==> src/rtl/lut_sched_pkg.sv <==
// lut_sched_pkg: shared sizing constants and output state encoding for lut_sched
package lut_sched_pkg;
  localparam int NUM_REQ = 4;
  localparam int LUT_W = 8;
  localparam int ID_W = $clog2(NUM_REQ);
  typedef enum logic {EMPTY, FULL} out_state_t;
endpackage

==> src/rtl/lut_sched_if.sv <==
// lut_sched_if: config, request and result handshake bundle for lut_sched
interface lut_sched_if #(
  parameter int NUM_REQ = lut_sched_pkg::NUM_REQ,
  parameter int LUT_W = lut_sched_pkg::LUT_W
);
  localparam int IW = $clog2(NUM_REQ);
  logic clk_en;
  logic cfg_we;
  logic [IW-1:0] cfg_id;
  logic [LUT_W-1:0] cfg_lut;
  logic [NUM_REQ-1:0] req_valid;
  logic [3*NUM_REQ-1:0] req_bits;
  logic [NUM_REQ-1:0] req_ready;
  logic out_valid;
  logic out_bit;
  logic [IW-1:0] out_id;
  logic out_ready;
  logic [15:0] eval_count;
  modport master (
    output clk_en, cfg_we, cfg_id, cfg_lut, req_valid, req_bits, out_ready,
    input req_ready, out_valid, out_bit, out_id, eval_count
  );
  modport slave (
    input clk_en, cfg_we, cfg_id, cfg_lut, req_valid, req_bits, out_ready,
    output req_ready, out_valid, out_bit, out_id, eval_count
  );
endinterface

==> src/rtl/lut_sched_rr_arbiter.sv <==
// rr_arbiter: one-hot round-robin grant scanning upward from ptr
module rr_arbiter #(
  parameter int N = 4,
  parameter int W = 2
) (
  input  logic [N-1:0] req,
  input  logic [W-1:0] ptr,
  input  logic         en,
  output logic [N-1:0] gnt,
  output logic [W-1:0] gnt_id,
  output logic         any
);
  always_comb begin
    gnt = '0;
    gnt_id = '0;
    // descending scan so the requester closest to ptr is written last and wins
    for (int j = N - 1; j >= 0; j--) begin
      logic [W-1:0] k;
      k = W'((int'(ptr) + j) % N);
      if (en && req[k]) begin
        gnt = '0;
        gnt[k] = 1'b1;
        gnt_id = k;
      end
    end
  end
  assign any = |gnt;
endmodule

==> src/rtl/lut_sched.sv <==
// lut_sched: round-robin shared 3-input LUT evaluator with a single-entry result register
module lut_sched #(
  parameter int NUM_REQ = lut_sched_pkg::NUM_REQ,
  parameter int LUT_W = lut_sched_pkg::LUT_W
) (
  input logic CLK,
  input logic RESETN,
  lut_sched_if.slave bus
);
  import lut_sched_pkg::*;
  localparam int IW = $clog2(NUM_REQ);
  logic [LUT_W-1:0] tables [NUM_REQ];
  logic [IW-1:0] rr_ptr, gnt_id, out_id;
  logic [NUM_REQ-1:0] gnt;
  logic [2:0] sel;
  logic [15:0] eval_count;
  logic any, out_bit, slot_free;
  out_state_t state;
  assign slot_free = state == EMPTY || bus.out_ready;
  // table read uses the pre-edge value, so a same-cycle config write never alters this grant
  assign sel = bus.req_bits[3*gnt_id +: 3];
  rr_arbiter #(.N(NUM_REQ), .W(IW)) u_arb (
    .req(bus.req_valid),
    .ptr(rr_ptr),
    .en(bus.clk_en && RESETN && slot_free),
    .gnt(gnt),
    .gnt_id(gnt_id),
    .any(any)
  );
  always_ff @(posedge CLK) begin
    if (!RESETN) begin
      for (int i = 0; i < NUM_REQ; i++) tables[i] <= '0;
      rr_ptr <= '0;
      state <= EMPTY;
      out_bit <= 1'b0;
      out_id <= '0;
      eval_count <= '0;
    end else if (bus.clk_en) begin
      if (bus.cfg_we) tables[bus.cfg_id] <= bus.cfg_lut;
      if (any) begin
        rr_ptr <= gnt_id == IW'(NUM_REQ - 1) ? '0 : gnt_id + 1'b1;
        state <= FULL;
        out_bit <= tables[gnt_id][sel];
        out_id <= gnt_id;
        eval_count <= eval_count + 16'd1;
      end else if (bus.out_ready) state <= EMPTY;
    end
  end
  assign bus.req_ready = gnt;
  assign bus.out_valid = state == FULL;
  assign bus.out_bit = out_bit;
  assign bus.out_id = out_id;
  assign bus.eval_count = eval_count;
endmodule
==> src/flat_wrapper.sv <==
// flat-port wrapper written by rule: the top's interface ports become plain ports
module lut_sched_flat import lut_sched_pkg::*;
#(
  parameter int NUM_REQ = lut_sched_pkg::NUM_REQ,
  parameter int LUT_W = lut_sched_pkg::LUT_W
)
  (CLK, RESETN, bus_clk_en, bus_cfg_we, bus_cfg_id, bus_cfg_lut, bus_req_valid, bus_req_bits, bus_out_ready, bus_req_ready, bus_out_valid, bus_out_bit, bus_out_id, bus_eval_count);
  lut_sched_if #(.NUM_REQ(NUM_REQ), .LUT_W(LUT_W)) bus_i ();
  input logic CLK;
  input logic RESETN;
  input wire logic [$bits(bus_i.clk_en)-1:0] bus_clk_en;
  input wire logic [$bits(bus_i.cfg_we)-1:0] bus_cfg_we;
  input wire logic [$bits(bus_i.cfg_id)-1:0] bus_cfg_id;
  input wire logic [$bits(bus_i.cfg_lut)-1:0] bus_cfg_lut;
  input wire logic [$bits(bus_i.req_valid)-1:0] bus_req_valid;
  input wire logic [$bits(bus_i.req_bits)-1:0] bus_req_bits;
  input wire logic [$bits(bus_i.out_ready)-1:0] bus_out_ready;
  output wire logic [$bits(bus_i.req_ready)-1:0] bus_req_ready;
  output wire logic [$bits(bus_i.out_valid)-1:0] bus_out_valid;
  output wire logic [$bits(bus_i.out_bit)-1:0] bus_out_bit;
  output wire logic [$bits(bus_i.out_id)-1:0] bus_out_id;
  output wire logic [$bits(bus_i.eval_count)-1:0] bus_eval_count;
  assign bus_i.clk_en = bus_clk_en;
  assign bus_i.cfg_we = bus_cfg_we;
  assign bus_i.cfg_id = bus_cfg_id;
  assign bus_i.cfg_lut = bus_cfg_lut;
  assign bus_i.req_valid = bus_req_valid;
  assign bus_i.req_bits = bus_req_bits;
  assign bus_i.out_ready = bus_out_ready;
  assign bus_req_ready = bus_i.req_ready;
  assign bus_out_valid = bus_i.out_valid;
  assign bus_out_bit = bus_i.out_bit;
  assign bus_out_id = bus_i.out_id;
  assign bus_eval_count = bus_i.eval_count;
  lut_sched #(.NUM_REQ(NUM_REQ), .LUT_W(LUT_W)) u_core (.CLK(CLK), .RESETN(RESETN), .bus(bus_i));
endmodule
==> config.mk <==
export PLATFORM = sky130hd
export DESIGN_NAME = lut_sched_flat
export DESIGN_NICKNAME = d
export VERILOG_FILES = /design/src/rtl/lut_sched_pkg.sv /design/src/rtl/lut_sched_if.sv /design/src/rtl/lut_sched_rr_arbiter.sv /design/src/rtl/lut_sched.sv /design/src/flat_wrapper.sv
export SDC_FILE = /design/constraint.sdc
export NUM_CORES = 1
export LEC_CHECK = 0
export BUFFER_PORTS_ARGS = -buffer_cell sky130_fd_sc_hd__buf_2
export CELL_PAD_IN_SITES_DETAIL_PLACEMENT = 1
export CELL_PAD_IN_SITES_GLOBAL_PLACEMENT = 1
export CORE_MARGIN = 2
export CORE_UTILIZATION = 45
export CTS_CLUSTER_SIZE = 28
export DETAILED_ROUTE_END_ITERATION = 8
export PLACE_DENSITY = 0.92
export SYNTH_ARGS = -nofsm -noshare
export SYNTH_HDL_FRONTEND = slang
export SYNTH_HIERARCHICAL = 1
export SYNTH_SLANG_ARGS = --single-unit
==> constraint.sdc <==
create_clock -name CLK -period 4.5 [get_ports CLK]
set_input_delay 0 -clock CLK [delete_from_list [all_inputs] [get_ports CLK]]
set_output_delay 0 -clock CLK [all_outputs]
set_load 0.005 [all_outputs]
Word-level counts from Yosys, hierarchy flattened --
Memories as Yosys holds them, arrays and structs flattened. Index checks and enable logic that the tools add are counted. Widths: inputs -> output; s select.
Storage, ports and cells: RAM bits 32, memories 1, logic and storage cells 77, flip-flop bits (word level) 22, output and inout bits 24
Cells by class: multiply operators 1, eq/ne operators 1, shift-type cells 1, magnitude comparators 9, add/sub/neg operators 5, multiplexer cells 37, bitwise logic cells 1, reductions and logical operators 16
Memory list:
- u_core.tables | words 4, bits a word 8, rd ports 1, clocked after memory_dff 0, wr ports 4, line lut_sched.sv:12 | logic [LUT_W-1:0] tables [NUM_REQ];
Operator list (number):
- $mux 1 | 17
- $add 16x1->16 const B | 1
- $mux 4 | 4
- $lt 2x3->1 const B | 4
- $mux 2 | 6
- $shiftx 12x5->3 | 1
- $logic_and 1x1->1 | 10
- $bmux 1 s2 | 4
- $demux 1 s2 | 4
- $ge 2x1->1 const B | 4
- $mux 8 | 1
- $reduce_or 8->1 | 1
- $add 2x1->2 const B | 2
- $add 2x2->2 const B | 2
- $lt 3x4->1 const B | 1
- $mul 2x2->4 const A | 1
- $reduce_and 2->1 | 2
- $reduce_or 4->1 | 1
- $bmux 1 s3 | 1
- $eq 2x2->1 const B | 1
- $reduce_bool 2->1 | 1
- $logic_or 1x1->1 | 1
- $not 1->1 | 1

Depth between registers and ports, before layout --
Gate-level depths: netlist of run 1.
depth after elaboration 12, gate-level depth with buffers 16, mapped depth without buffers 12

Cells and area by module --
Netlist of run 1, hierarchy kept.
Modules (own cells, without submodules):
- lut_sched | cells each 205, times used 1, area an instance 2546.2 um2, sequential area each 1401.3 um2
- rr_arbiter | cells each 66, times used 1, area an instance 501.7 um2, sequential area each 0.0 um2

Least setup slack after synthesis of run 1 --
No wires, ideal clock.
kind reg2reg, start point reg u_core.rr_ptr[0], end point reg u_core.eval_count[8] (netlist: u_core/bus.eval_count[8]), arrival time 2.974 ns, stages on the path, launching flop included 15, setup slack 1.411 ns, buffers on the path 2, required time 4.385 ns, cell sequence dfxtp_1 -> buf_6 -> inv_1 -> ha_1 -> nand2b_1 -> o221a_4 -> nand3_1 -> a31oi_1 -> or4_1 -> nand2_2 -> buf_6 -> nor3_4 -> and4_1 -> xor2_1 -> and2_1
On the way: word-level cells in the longest chain between the ends 11, elaborated cells between the ends (all ways) 41
Ends and longest elaborated chain:
- from (decl) | line lut_sched.sv:13 | logic [IW-1:0] rr_ptr, gnt_id, out_id;
- from (signal assigned) | line lut_sched.sv:41 | rr_ptr <= gnt_id == IW'(NUM_REQ - 1) ? '0 : gnt_id + 1'b1;
- $add 2x2->2 | line lut_sched_rr_arbiter.sv:19 | k = W'((int'(ptr) + j) % N);
- $lt 2x3->1 (not written as such) / $ge 2x1->1 (equally long branches) | line lut_sched_rr_arbiter.sv:22 | gnt[k] = 1'b1;
- $logic_and 1x1->1 (not written as such) | line lut_sched_rr_arbiter.sv:22
- $mux 1 (not written as such) | line lut_sched_rr_arbiter.sv:22
- $demux 1 s2 | line lut_sched_rr_arbiter.sv:22
- $mux 4 (3 in a row) | line lut_sched_rr_arbiter.sv:20 | if (en && req[k]) begin
- $mux 4 * | line lut_sched_rr_arbiter.sv:20
- via bus_req_ready[0] | line flat_wrapper.sv:18 | output wire logic [$bits(bus_i.req_ready)-1:0] bus_req_ready;
- $reduce_or 4->1 * | line lut_sched_rr_arbiter.sv:27 | assign any = |gnt;
- via u_core.any | line lut_sched.sv:17 | logic any, out_bit, slot_free;
- $reduce_and 2->1 (no source line) *
- to (signal assigned) | line lut_sched.sv:45 | eval_count <= eval_count + 16'd1;
- to (decl) | line lut_sched.sv:16 | logic [15:0] eval_count;
The timed path passes the listed nets; every way through them passes the cells marked *. The select of a mux whose other input is x is not followed. A chain may end at the register's enable or synchronous reset.

Worst setup path in the final report of run 1 --
start point reg u_core.rr_ptr[1], end point reg u_core.out_bit (netlist: u_core/bus.out_bit)
On the way: word-level cells in the longest chain between the ends 12, elaborated cells between the ends (all ways) 50
Ends and longest elaborated chain:
- $add 2x2->2 | line lut_sched_rr_arbiter.sv:19
- $bmux 1 s2 | line lut_sched_rr_arbiter.sv:20
- $mux 1 (not written as such) | line lut_sched_rr_arbiter.sv:20
- $logic_and 1x1->1 | line lut_sched_rr_arbiter.sv:20
- $mux 2 (3 in a row) | line lut_sched_rr_arbiter.sv:20
- $mux 2 * | line lut_sched_rr_arbiter.sv:20
- via u_core.gnt_id[0] | line lut_sched.sv:13
- $mul 2x2->4 | line lut_sched.sv:21 | assign sel = bus.req_bits[3*gnt_id +: 3];
- $shiftx 12x5->3 | line lut_sched.sv:21
- $bmux 1 s3 * | line lut_sched.sv:43 | out_bit <= tables[gnt_id][sel];
- $mux 1 (not written as such) * | line lut_sched.sv:43
- to (signal assigned) | line lut_sched.sv:43
- to (decl) | line lut_sched.sv:17
Marked as above.

==> results of run 1 <==
## final cells by class
class,instances,share of cell area (%)
inverter,3,0.317
timing repair buffer,61,9.17
clock buffer,8,3.74
multi-input combinational,205,44.6
tap,77,2.72
sequential,54,39.5
## per-layer routing
metal,vias to the layer above,wire length (um)
li1,1111,-
met1,1220,3620
met2,85,4430
met3,22,328
met4,0,223
met5,-,0
## synth_stat cells (all sizes together), types with 6 or more instances
cell type,count
nor2,7
and2,46
edfxtp,32
nand4,8
a21oi,9
xnor2,9
dfxtp,22
nand2,26
nand3,11
nand2b,6
o21ai,7
mux2i,8
ha,9
mux4,13
## through the flow
step | area (um2) | setup WS, ns | utilization (%) | hold WS, ns | power, mW
after floorplan | 3050 | 1.41 | - | 0.198 | 0.768
after global placement | 3400 | 0.989 | 52.7 | 0.311 | 0.835
after detailed placement | 3400 | 0.667 | 52.7 | 0.317 | 0.855
after CTS | 3540 | 0.633 | 54.8 | 0.000647 | 1.20
after global routing | 3550 | 0.372 | 54.9 | 0.00694 | 1.25
final | 3550 | 0.678 | 54.9 | 0.00991 | 1.20
## final timing paths
kind / start / endpoint / cells after the start
worst max-delay path: u_core/rr_ptr[1] / u_core/bus.out_bit / 11
worst min-delay path: bus_cfg_lut[1] / u_core/tables[0][1] / 2
worst max register to register: u_core/rr_ptr[1] / u_core/bus.out_bit / 11
worst min register to register: u_core/bus.out_id[0] / u_core/bus.out_id[0] / 2
## logic make-up after synthesis
logic type | count (synthesis) | share of synthesized area, %
fa+ha+maj | 9 | 3.69
mux | 21 | 12.7
buf+inv | 12 | 2.30
xor+xnor | 14 | 4.02
simple gates | 125 | 23.4
flops | 54 | 46.0
compound gates | 36 | 7.84
## registers in the layout (all words and copies together) (netlist names)
| name | count |
|---|---|
| u_core/bus.eval_count | 16 |
| u_core/tables | 32 |
| u_core/bus.out_bit | 1 |
| u_core/bus.out_valid | 1 |
| u_core/bus.out_id | 2 |
| u_core/rr_ptr | 2 |
## where the power goes
group	switching [mW]	leakage (nW)	internal [mW]
Combinational	0.156	0.883	0.119
Sequential	0.0193	0.486	0.553
Clock	0.163	0.0678	0.193
Total	0.339	1.44	0.865
## worst register-to-register path, cell delays in order (launching register included)
cell and delay [ns]:
dfxtp_1 0.55, inv_1 0.16, ha_1 0.44, nand2b_1 0.21
o221a_4 0.24, a21oi_1 0.08, o21bai_2 0.77, mux4_2 0.70
mux2i_1 0.23, nand3b_1 0.12, nand4_1 0.12, a21oi_1 0.08
==> results.md, run 1 <==
* Status: complete, no violations
* Number of global-route vias before repair at approximately 2,600
* Cts-stage hold buffer count at 0
* Multi-input logic area at around 0.0016 mm2
* Top Ports at 55
* Yosys top cell area share at 31.5%
* Dpl cells at between 300 and 400
* Number of buffers created by CTS at 5
* Die area at 0.00745 mm2
* Final wirelength at between 8000 and 9000 um
* FFs w/ async S/R, synth at 0%
* Critical Path AT at roughly 4 ns
* Clk_lat worst skew at 0.30 ns
* Initial DRC count at ~140
* Area Overhead vs Synth at 16.4%
* Post-cts resize count at 0
* Worst path cell trace: inv_1 -> ha_1 -> nand2b_1 -> o221a_4 -> a21oi_1 -> o21bai_2 -> mux4_2 -> mux2i_1 -> nand3b_1 -> nand4_1 -> a21oi_1
* Setup violations, final at 0
* Achievable Freq at roughly 0.26 GHz
* Overall Global Routing Usage at 24.4%
* Syn avg cell area at 11.2 um2
* Global route hottest layer: met2
* WP buf/inv at 1
* Post-synth EDFFs at 32
* Final Non-Filler Cells at 408
* Top post-synthesis cells by area: edfxtp_1 (32%), dfxtp_1 (14%), and2_1 (9.4%), mux4_2 (7.4%), ha_1 (3.7%)
* Crit Path Max Fanout at 14
* Pre-antenna DRT Iters at 4
* Crit share post-route at 84.9%
* Vias per cell at approximately 6.0
* CP top delay family: compound AO/OA/AOI/OAI gates
* Yosys warning count at 6
* Netlist cell types at 44
* Total global routing overflow at 0
* Fin. Hold Viols at 0
* Final net count at 370
* Met3 Track Usage GR at under 10%
* Commonest non-fill, non-tap cell in the layout: buf_2
* Flop-to-flop setup slack at just under 0.7 ns
* Clock period minus worst slack at approximately 3.8 ns
* Worst slew pin tran at 1.08 ns
* Placer congestion estimate at about 0.91
* Worst slew margin at approximately 28%
* Die Y at 86.3 um
* Unrepaired setup endpoints after global routing: no
* Wirelength per Cell at between 20 and 25 um
* Total vias in the final route at 2,438
* CP Class: register to register
* Worst-case clock buffer depth at 2
* Postcts setup bufs at 0
* HPWL Detailed at 6290 um
* CP max-delay cell: o21bai_2
* Number of H-tree levels at 2
* Core Region at 0.00646 mm2
* CP startpoint kind: register
* Grt met1 use at between 20% and 30%
* Layout cells sized above 1 at between 20% and 30%
* Worst clock skew at around 0.0066 ns
* Part of the Yosys area used for sequential elements at approximately 46%
* First-pass GRT wire length at between 10,000 and 15,000 um
* Leak at 1.44 nW
* Row cnt at 29
* Cell mode on critical path: a21oi_1
* Clock Sinks at 54
* Pin count of the biggest net entering global routing at 27
* #FFs+latches synth at 54
* FF+latch area at ~0.0014 mm2
* Clock transition at path regs at around 0.10 ns
* Die Wd at ~86 um
* VDD IR max at 162 uV
* Most used DFF post-synth: edfxtp_1
* Syn Nets at a little over 300
* Pins over their slew limit at 0
* Fill count at around 750
* Post-synthesis cell count at roughly 270
* Crit. End Element: register
* Required @ worst endpoint at ~4.7 ns
* Initial Util at between 40% and 50%
* Remaining DRCs at 0
* Initial antenna violation count at 0
* CTS tree: built
* GR Util met2 at around 44%
* Post-route setup TNS at 0 ns
* I/O Buffers at 54
* PwrDens at about 340 mW/mm2
* Most frequent cells in the layout: buf_2 (54), and2_1 (46), edfxtp_1 (32), nand2_1 (25), dfxtp_1 (22)
* Synthesized cell area at about 0.0030 mm2
* Max-Cap Viols at 0
* Clock Root Buffer: clkbuf_8
* Detail Route Antenna Nets at 0
* Max incr delay on CP at ~0.77 ns
* Ant diodes at 0
* Tightest Hold Check Type: input port to register
* Leading area contributor after synthesis: edfxtp_1
No activity file was read; power rests on OpenSTA's default activity.
==> run 2, diff against run 1 <==
--- a/config.mk
+++ b/config.mk
@@ -5,11 +5,12 @@
 export SDC_FILE = /design/constraint.sdc
 export NUM_CORES = 1
 export LEC_CHECK = 0
+export ABC_AREA = 1
 export BUFFER_PORTS_ARGS = -buffer_cell sky130_fd_sc_hd__buf_2
 export CELL_PAD_IN_SITES_DETAIL_PLACEMENT = 1
 export CELL_PAD_IN_SITES_GLOBAL_PLACEMENT = 1
 export CORE_MARGIN = 2
-export CORE_UTILIZATION = 45
+export CORE_UTILIZATION = 41
 export CTS_CLUSTER_SIZE = 28
 export DETAILED_ROUTE_END_ITERATION = 8
 export PLACE_DENSITY = 0.92
==> constraint.sdc (replaced) <==
create_clock -name CLK -period 3.75 [get_ports CLK]
set_input_delay 0 -clock CLK [delete_from_list [all_inputs] [get_ports CLK]]
set_output_delay 0 -clock CLK [all_outputs]
set_load 0.005 [all_outputs]
==> results.md, run 2 <==
* Row cnt at 32 (+10%)
* Placer congestion estimate at 0.983 (+8.4%)
* Syn Nets at 500 (+61%)
* Multi-input logic area at 0.00153 mm2 (-3.2%)
* Final wirelength at 9030 um (+5.1%)
* Critical Path AT at 3.58 ns (-0.42 ns)
* Initial Util at 42.5% (-4.7 points)
* Layout cells sized above 1 at 18.5% (-7.5 points)
* Top post-synthesis cells by area: edfxtp_1 (29%), nand2_1 (14%), dfxtp_1 (13%), inv_1 (7.9%), nor2_1 (7.1%)
* CP startpoint kind: register
* Status: complete, no violations
* Ant diodes at 0 (unchanged)
* Achievable Freq at 0.296 GHz (+13%)
* Cell mode on critical path: nand2_1
* Remaining DRCs at 0 (unchanged)
* Clock transition at path regs at 0.10 ns (about the same)
* Post-cts resize count at 0 (unchanged)
* Required @ worst endpoint at 3.95 ns (-0.73 ns)
* Die Y at 93.7 um (+8.6%)
* Core Region at 0.00777 mm2 (+20%)
* CP Class: register to register
* Die Wd at 93.7 um (+8.6%)
* Syn avg cell area at 7.17 um2 (-36%)
* Max layer used: met4
* Worst slew margin at 23.8% (-4.4 points)
* Post-synthesis cell count at 460 (+70%)
* Max-Cap Viols at 0 (unchanged)
* Post-route setup TNS at 0 ns (unchanged)
* Met1 wire length at 4060 um (+12%)
* Vias per cell at 4.97 (-17%)
* Leak at 1.81 nW (+26%)
* I/O Buffers at 54 (unchanged)
* Most used DFF post-synth: edfxtp_1
* Initial DRC count at 114 (-16%)
* Commonest non-fill, non-tap cell in the layout: nand2_1
* Most frequent cells in the layout: nand2_1 (120), inv_1 (69), nor2_1 (62), buf_2 (54), nand3_1 (44)
* Overall Global Routing Usage at 21.3% (-3.1 points)
* Detail Route Antenna Nets at 0 (unchanged)
* FFs w/ async S/R, synth at 0% (unchanged)
* Clock period minus worst slack at 3.37 ns (-0.448 ns)
* Number of H-tree levels at 2 (unchanged)
* Total vias in the final route at 3,062 (+26%)
* Top Registers: u_core/tables x32, u_core/bus.eval_count x16
* Fill count at 1,052 (+41%)
* Area Overhead vs Synth at 13.9%
* Max reg flops at 32 (unchanged)
* VDD IR max at 256 uV (+58%)
* Pin count of the biggest net entering global routing at 25 (-7.4%)
* CP top delay family: simple AND/OR/NAND/NOR gates
* Post-synth EDFFs at 32 (unchanged)
* Worst slew pin tran at 1.13 ns (+0.0557 ns)
* Pins over their slew limit at 0 (unchanged)
* Die area at 0.00878 mm2 (+18%)
* Wirelength per Cell at 14.7 um (-30%)
* Worst clock skew at 0.0122 ns (+0.00563 ns)
* FF+latch area at 0.00140 mm2 (unchanged)
* Yosys top cell area share at 29.1% (-2.4 points)
* Met2 WL at 4530 um (+2.3%)
* Clock Sinks at 54 (unchanged)
* Fin. Hold Viols at 0 (unchanged)
* Cts-stage hold buffer count at 0 (unchanged)
* Netlist cell types at 30 (-32%)
* Met3 WL at 234 um (-29%)
* Part of the Yosys area used for sequential elements at 42.5% (-3.5 points)
* Yosys warning count at 6 (unchanged)
* CP max-delay cell: dfxtp_1
* Initial antenna violation count at 0 (unchanged)
* Hold_ws at 0.0347 ns (+0.0248 ns)
* Pre-antenna DRT Iters at 4 (unchanged)
* PwrDens at 611 mW/mm2 (+80%)
* Biggest register: u_core/tables
* CTS tree: built
* Most numerous cell in the Yosys netlist: nand2_1
* Crit Path Max Fanout at 15 (+1)
* Worst-case clock buffer depth at 2 (unchanged)
* Top Ports at 55 (unchanged)
* Crit. End Element: register
* Tightest Hold Check Type: input port to register
* Synth cell count leaders: nand2_1 (120), inv_1 (69), nor2_1 (62), nand3_1 (44), edfxtp_1 (32)
* Synthesized cell area at 0.00330 mm2 (+8.2%)
* #FFs+latches synth at 54 (unchanged)
* Leading area contributor after synthesis: edfxtp_1
* Postcts setup bufs at 0 (unchanged)
* Clk_lat worst skew at 0.31 ns (about the same)
* HPWL Detailed at 6830 um (+8.5%)
* Final net count at 553 (+49%)
* First-pass GRT wire length at 14,900 um (+6.9%)
* Number of buffers created by CTS at 5 (unchanged)
* Unrepaired setup endpoints after global routing: no
* Clock Root Buffer: clkbuf_8
* WP buf/inv at 4 (+3)
* Number of global-route vias before repair at 3,125 (+20%)
* Total global routing overflow at 0 (unchanged)
* Worst path cell trace: inv_2 -> ha_1 -> inv_1 -> nand3_1 -> nand3_2 -> nor2_1 -> nor2_1 -> nand3_1 -> nand2_1 -> nand2_1 -> inv_1 -> nand2_1 -> nand2_4 -> clkinv_2 -> nand2_4 -> nor2_4 -> nand2_2 -> nor2_4 -> nand3_2 -> o21ai_0 -> a21oi_1
* Setup violations, final at 0 (unchanged)
* Max incr delay on CP at 0.53 ns (-0.24 ns)
* Crit share post-route at 90.0% (+5.1 points)
run 2: cell types whose count changed after synthesis, moves of 9 or more:
cell	before	now
nor2_1	7	62
nand3_1	11	44
xnor2_1	9	0
o21ai_0	7	20
mux4_2	10	0
inv_1	3	69
nor3_1	2	13
nand2_1	25	120
and2_1	46	1
run 2: stage by stage:
| step | instances | util (%) | instance area, um2 | power (mW) | setup WS (ns) |
|---|---|---|---|---|---|
| finish | 616 | 48.4 | 3760 | 2.30 | 0.375 |
| global route | 616 | 48.4 | 3760 | 2.50 | 0.0344 |
| detailed placement | 608 | 46.9 | 3650 | 1.93 | 0.440 |
| global placement | 608 | 46.9 | 3650 | 1.87 | 0.703 |
| CTS | 616 | 48.4 | 3760 | 2.32 | 0.385 |
| floorplan | 460 | - | 3300 | 1.63 | 0.910 |
run 2: worst register-to-register path: stages, from the launching register on:
cell	delay [ns]
dfxtp_1	0.53
inv_2	0.18
ha_1	0.40
inv_1	0.10
nand3_1	0.10
nand3_2	0.25
nor2_1	0.17
nor2_1	0.06
nand3_1	0.12
nand2_1	0.07
nand2_1	0.07
inv_1	0.03
nand2_1	0.13
nand2_4	0.11
clkinv_2	0.18
nand2_4	0.08
nor2_4	0.11
nand2_2	0.10
nor2_4	0.12
nand3_2	0.11
o21ai_0	0.19
a21oi_1	0.06
run 2: kinds of logic after synthesis:
| logic type | after synthesis | synth area share (%) |
|---|---|---|
| and+or+nand+nor | 267 | 36.1 |
| buffers and inverters | 88 | 11.1 |
| DFF | 54 | 42.5 |
| AOI/OAI and AO/OA | 42 | 6.87 |
| adders and majority gates | 9 | 3.41 |
run 2: final timing paths:
check                      startpoint                       end  slack [ns]  cells past startpoint
min reg2reg  u_core/bus.eval_count[6]  u_core/bus.eval_count[6]        0.48                      2
max reg2reg          u_core/rr_ptr[0]  u_core/bus.eval_count[9]        0.38                     21
max                  u_core/rr_ptr[0]  u_core/bus.eval_count[9]        0.38                     21
min                     bus_out_ready      u_core/bus.out_valid        0.03                      4
run 2: report_power, final:
| part | internal (mW) | total, mW | switching, mW | leakage (nW) |
|---|---|---|---|---|
| Sequential | 0.693 | 0.757 | 0.0646 | 0.487 |
| Clock | 0.191 | 0.385 | 0.193 | 0.0566 |
| Combinational | 0.380 | 1.15 | 0.775 | 1.27 |
| Total | 1.26 | 2.30 | 1.03 | 1.81 |
run 2: cell type report:
cell class	count	share of cell area [%]
Sequential cell	54	37.3
Tap cell	102	3.40
Inverter	76	7.63
Multi-Input combinational cell	318	40.7
Clock buffer	8	2.96
Timing Repair Buffer	58	7.99
run 2: per-layer routing:
layer	track usage, %	vias up
met5	0	-
met3	3.13	17
met1	26.5	1439
li1	-	1559
met2	37.5	47
met4	7.49	0
